===== config.mk =====
export PLATFORM = sky130hd
export DESIGN_NAME = mux_nx1_rr
export DESIGN_NICKNAME = d
export VERILOG_FILES = /design/src/rtl/mux_nx1_rr.sv
export SDC_FILE = /design/constraint.sdc
export NUM_CORES = 1
export LEC_CHECK = 0
export ABC_AREA = 1
export CORE_ASPECT_RATIO = 0.8
export CORE_MARGIN = 1.5
export CORE_UTILIZATION = 30
export CTS_CLUSTER_DIAMETER = 200
export DETAILED_ROUTE_END_ITERATION = 6
export DONT_BUFFER_PORTS = 1
export RECOVER_POWER = 25
export SETUP_SLACK_MARGIN = 0.3
export SLEW_MARGIN = 20
export SYNTH_ARGS = -nofsm -noshare
export SYNTH_HDL_FRONTEND = slang
export SYNTH_SLANG_ARGS = --single-unit

===== constraint.sdc =====
create_clock -name clk -period 3.4 [get_ports clk]
set_clock_uncertainty 0.1 [all_clocks]
set_input_delay 0.34 -clock clk [delete_from_list [all_inputs] [get_ports clk]]
set_output_delay 0.34 -clock clk [all_outputs]
set_load 0.01 [all_outputs]

===== src/rtl/mux_nx1_rr.sv =====
// Registered N:1 arbitrating mux with valid/ready on every port and a one-entry output register.
// Define MUX_NX1_FIXED_PRIO_EN for fixed lowest-index-wins priority instead of round-robin.
module mux_nx1_rr #(
  parameter int dataWidth = 32,
  parameter int numInputs = 4,
  parameter int selWidth  = $clog2(numInputs)
) (
  input  logic                           clk,
  input  logic                           rst,
  input  logic [numInputs*dataWidth-1:0] in_data,
  input  logic [numInputs-1:0]           in_valid,
  output logic [numInputs-1:0]           in_ready,
  output logic [dataWidth-1:0]           out_data,
  output logic                           out_valid,
  input  logic                           out_ready,
  output logic [selWidth-1:0]            out_sel
);

  logic [dataWidth-1:0] data_p0;
  logic [selWidth-1:0]  sel_p0;
  logic                 vld_p0;

  logic                 load;
  logic                 any_vld;
  logic [selWidth-1:0]  gnt;
  logic [dataWidth-1:0] gnt_data;

  assign load = !rst && (!vld_p0 || out_ready);

`ifdef MUX_NX1_FIXED_PRIO_EN
  // Scan from the top down so the lowest-index valid channel is the last to write gnt.
  always_comb begin
    gnt     = '0;
    any_vld = 1'b0;
    for (int i = numInputs - 1; i >= 0; i--) begin
      if (in_valid[i]) begin
        gnt     = selWidth'(i);
        any_vld = 1'b1;
      end
    end
  end
`else
  logic [selWidth-1:0] ptr;
  logic [selWidth:0]   pos;

  function automatic logic [selWidth-1:0] wrap_inc(input logic [selWidth-1:0] v);
    return (v == selWidth'(numInputs - 1)) ? '0 : v + 1'b1;
  endfunction

  // pos is one bit wider so ptr+k can exceed numInputs before the modulo fold.
  always_comb begin
    gnt     = '0;
    any_vld = 1'b0;
    pos     = '0;
    for (int k = 0; k < numInputs; k++) begin
      pos = {1'b0, ptr} + (selWidth+1)'(k);
      if (pos >= (selWidth+1)'(numInputs))
        pos = pos - (selWidth+1)'(numInputs);
      if (!any_vld && in_valid[pos[selWidth-1:0]]) begin
        gnt     = pos[selWidth-1:0];
        any_vld = 1'b1;
      end
    end
  end

  always_ff @(posedge clk) begin
    if (rst)
      ptr <= '0;
    else if (load && any_vld)
      ptr <= wrap_inc(gnt);
  end
`endif

  always_comb begin
    gnt_data = '0;
    for (int i = 0; i < numInputs; i++) begin
      if (gnt == selWidth'(i))
        gnt_data = in_data[i*dataWidth +: dataWidth];
    end
  end

  always_comb begin
    in_ready = '0;
    if (load && any_vld)
      in_ready[gnt] = 1'b1;
  end

  // p0: output register; data and select hold when the load cycle sees no requester
  always_ff @(posedge clk) begin
    if (rst) begin
      vld_p0  <= 1'b0;
      data_p0 <= '0;
      sel_p0  <= '0;
    end else if (load) begin
      vld_p0 <= any_vld;
      if (any_vld) begin
        data_p0 <= gnt_data;
        sel_p0  <= gnt;
      end
    end
  end

  assign out_data  = data_p0;
  assign out_sel   = sel_p0;
  assign out_valid = vld_p0;

endmodule

* After elaboration in Yosys (flattened, before gate mapping) *
Index checks and enable logic that the tools add are counted.

storage, ports and cells
  register bits = 37
  output and inout bits = 39
  logic and storage cells = 67

cells by class
  $add $sub $neg = 8
  $lt $le $gt $ge = 10
  equal/unequal tests = 3
  multiplexer cells = 28
  reduce and logical (&&, ||, !) cells = 14

operators with widths
  operator                                                                              count
  32-bit 2-to-1 mux                                                                     4
  2-bit 2-to-1 mux                                                                      9
  2-bit by 3-bit < comparator with 1-bit output (second input constant)                 5
  3-bit greater-or-equal comparator (second input constant)                             3
  1-bit 2-to-1 mux                                                                      9
  1-bit binary-select mux with 2-bit select                                             4
  2-bit by 1-bit subtractor with 2-bit output (second input constant)                   4
  2-bit by 2-bit adder with 3-bit output (second input constant)                        2
  1-bit logical AND                                                                     6
  1-bit logical NOT                                                                     5
  2-bit equality test (second input constant)                                           2
  4-bit 2-to-1 mux                                                                      1
  2-bit by 1-bit adder with 3-bit output (second input constant)                        1
  2-bit by 3-bit greater-or-equal comparator with 1-bit output (second input constant)  1
  2-bit by 1-bit adder with 2-bit output (second input constant)                        1
  1-bit demux with 2-bit select                                                         1
  2-bit by 1-bit equality test with 1-bit output (second input constant)                1
  2-bit by 1-bit greater-or-equal comparator with 1-bit output (second input constant)  1
  2-bit logical NOT                                                                     1
  2-bit AND reduction                                                                   1
  1-bit logical OR                                                                      1

* Longest topological paths before layout *
  depth after elaboration = 19
  gate-level depth with buffers = 20
  gate-level depth less buffers = 18

* Worst setup path after synthesis *
Ideal clock, no wire load.

  kind = register to output
  from = register ptr[0]
  to = output in_ready[3]
  data arrival time = 2.181 ns
  setup slack = 0.779 ns
  stages on the path, launching flop included = 16
  path buffers = 3
  path through = dfxtp_1 > buf_6 > nand2_1 > nand2_1 > nand2_1 > nand2_2 > nor2_4 > nand3_1 > nand3_1 > nand2_1 > inv_1 > ha_1 > inv_1 > clkbuf_1 > clkbuf_1 > nor2_1

on the way
  longest elaborated chain between the ends = 19

RTL lines
  what                                                                                                                                                 line  RTL
  from (decl)                                                                                                                                          43    logic [selWidth-1:0] ptr;
  from (signal assigned)                                                                                                                               70    ptr <= wrap_inc(gnt);
  branches (longest 13 deep; another with 2-bit by 1-bit adder with 3-bit output)                                                                      -
  2-bit 2-to-1 mux *                                                                                                                                   59    if (!any_vld && in_valid[pos[selWidth-1:0]]) begin
  via gnt[1]                                                                                                                                           25    logic [selWidth-1:0] gnt;
  2-bit by 3-bit < comparator with 1-bit output (not written as such) or 2-bit by 1-bit greater-or-equal comparator with 1-bit output (tied branches)  85    in_ready[gnt] = 1'b1;
  1-bit logical AND (not written as such)                                                                                                              85
  1-bit 2-to-1 mux (not written as such)                                                                                                               85
  1-bit demux with 2-bit select *                                                                                                                      85
  4-bit 2-to-1 mux *                                                                                                                                   84    if (load && any_vld)
  to (decl)                                                                                                                                            12    output logic [numInputs-1:0] in_ready,

Mark *: on every way through the listed nets, which the timed path passes. The select of a mux whose other input is x is not followed.

* Worst setup path after layout *
  from = register ptr[1]
  to = output in_ready[1]

The elaborated chain is that of the path after synthesis.

==> flow_metrics.tcl <==
set metrics [dict create \
    status "complete, no violations" \
    clock-sinks 37 \
    p_total_uw 4248 \
    grt_setup_unrepaired "false" \
    ys_seq_elements 37 \
    slew_headroom_pct 66.30 \
    insertion_delay_ns 0.28 \
    r2r_cells 17 \
    dieArea_um2 9758 \
    crit_fanout 18 \
    synth_ff_type "dfxtp_1" \
    final_cells 519 \
    hold_depth 1 \
    drive_gt1_share_pct 17.08 \
    post-place-cells 508 \
    worstSetupStartpointType "register" \
    fmax_ghz 0.3462 \
    ys_seq_area_share_pct 26.92 \
    finalMaxSlewViolations 0 \
    min_path_type "in -> reg" \
    initial_core_util_pct 30.58 \
    ff_latch_area_um2 744.5 \
    startpoint "ptr[1]" \
    cts_root_buffer "clkbuf_16" \
    p_leak_uw 0.001472 \
    hold_viol_final 0 \
    path_buf_inv 4 \
    drt_iter0_drc 176 \
    synth_nets 556 \
    synth_warnings 0 \
    die_y_um 88.66 \
    dp.final_hpwl_um 6155 \
    portBuffers 0 \
    setup_viol 0 \
    crit_slowest_cell "dfxtp_1" \
    via_per_inst 5.482 \
    core_um2 8999 \
    first_pass_iters 5 \
    async_reset_ff_share_pct 0 \
    worstPathArrival_ns 2.45 \
    area_delta_synth_final_pct 8.367 \
    hold_start "rst" \
    io_pins 174 \
    ys_types 28 \
    worstPathCellList "inv_2 > nand2_1 > nand2_1 > nand2_1 > nand2_2 > nor2_4 > nand3_1 > nand2_1 > nand2_1 > inv_1 > ha_1 > buf_4 > inv_1 > nor2_1" \
    syn_inst 417 \
    grt_pass1_wl_um 12310 \
    rows 31 \
    cp-end-kind "output port" \
    final_core_util_pct 33.13 \
    wl_per_cell_um 17.18 \
    synth_top_area_share_pct 26.92 \
    num-fill-cells 996 \
    period_minus_slack_ns 2.889 \
    antenna_cells 0 \
    die-width_um 110.1 \
    worst-endpoint-required_ns 2.96 \
    crit_family "simple AND/OR/NAND/NOR gates" \
    finalCritPeriodShare_pct 84.96 \
    synth_edf_count 0 \
    hold-worst-slack_ns 0.02532 \
    cap_viol_max_count 0 \
    yosysMostFrequentCell "nand2_1" \
    grt-ovfl-total 0 \
    crit_top_cell "nand2_1" \
    route.detailed.drc 0 \
    worst_slew_pin_slew_ns 0.5025 \
    gp_congestion 0.9306 \
    cts_tree "built" \
    cts_buffer_depth 2 \
    cts_buffers 5 \
    r2r-start "ptr[1]" \
    synth_area_leaders "dfxtp_1 (27%), nand2_1 (22%), o211ai_2 (13%), nand3_1 (7.1%), a21oi_1 (6.4%)" \
    netlist_area_um2 2751 \
    grt_pass1_vias 2422 \
    num_vias 2845 \
    synth_common_cells "nand2_1 (159), nand3_1 (39), dfxtp_1 (37), a21oi_1 (35), o21ai_0 (33)" \
    fin_nets 542 \
    antenna_found_initial 0 \
    grt_util_all_layers_pct 16.63 \
    synth_largest_area_cell "dfxtp_1" \
    powerDensity_nw_per_um2 1425 \
    vdd_drop_max_mv 0.5046 \
    cpPeakStageDelay_ns 0.49 \
    wl_um 8914 \
    grt_max_degree 66 \
    cp_num_cells 14 \
    avgSynthCellArea_um2 6.598 \
    multi_input_area_um2 1749 \
    path_clk_slew_ns 0.06 \
    antenna_left 0 \
    tns_ns 0 \
    cts_max_level 2 \
    crit_type "reg -> out" \
]
==> power by group <==
group	total (uW)	leakage, uW	internal, uW	switching [uW]
registers	807	0.000308	612	196
logic	2990	0.00109	1050	1930
clock network	456	0.0000706	270	186
total	4250	0.00147	1930	2320
==> cell type report <==
type,instances,area share (%)
clock buffer,6,4.322
clock inverter,2,0.3357
inverter,19,2.770
multi-input combinational,329,58.67
sequential,37,24.97
tap,115,4.826
timing repair buffer,11,4.112
==> cell usage in the layout (no fill, tap or decap), types with 7 or more instances in the layout <==
cell type and n:
a21oi_1 35, buf_4 8, dfxtp_1 36, inv_1 12, nand2_1 159, nand2_2 7
nand3_1 39, nor2_1 8, o211ai_2 29, o21ai_0 32
==> worst reg2reg max path: stages (launching register included) <==
cell and delay (ns):
dfxtp_1 0.49, inv_2 0.12, nand2_1 0.09, nand2_1 0.07
nand2_1 0.08, nand2_2 0.06, nor2_4 0.13, nand3_1 0.11
nand3_1 0.10, nand2_1 0.12, inv_1 0.10, ha_1 0.22
clkinvlp_4 0.18, buf_4 0.25, o21ai_1 0.26, nand2_1 0.10
o211ai_2 0.08, nand2_1 0.06
==> flip-flops by register name, indices dropped and copies added, names as in the netlist <==
register,count
out_data,32
out_sel,2
out_valid,1
ptr,2
==> per-layer routing <==
layer  vias up  global-route usage (%)  share of wire (%)
li1       1362                       -                  -
met4         0                   5.195                1.3
met2       169                   28.91                 48
met3        10                   4.271                 10
met5         -                       0                  0
met1      1304                   20.15                 40
==> repair_timing <==
| item | 4_1_cts | 5_1_grt |
|---|---|---|
| buffers inserted | 0 | 1 |
| gates resized for setup | 1 | 4 |
| endpoints found under the setup margin | 1 | 5 |
| hold endpoints to repair | 0 | 1 |
| hold buffers | 0 | 1 |
| cloned | 0 | 1 |
==> cell families (layout without fill, tap and decap cells) <==
family          after synthesis  after routing  share of synthesized area, %
fa+ha+maj                     4              4                         1.819
flops                        37             37                         26.92
buf+inv                      51             38                         9.595
compound gates              104            104                         27.51
simple gates                221            221                         34.15
==> stage by stage <==
step | instance area [um^2] | worst slack (ns)
finish | 2982 | 0.5113
global route | 2982 | 0.3277
CTS | 2925 | 0.4213
detailed placement | 2785 | 0.2505
global placement | 2785 | 0.3688
floorplan | 2751 | 0.7788
==> path summary, 6_finish.rpt <==
path	slack [ns]	end
worst max-delay path	0.51	in_ready[1]
worst max register to register	0.57	out_data[0]
worst min-delay path	0.03	out_valid
worst min register to register	0.42	out_data[26]
Power figures use the tool's default switching activity.
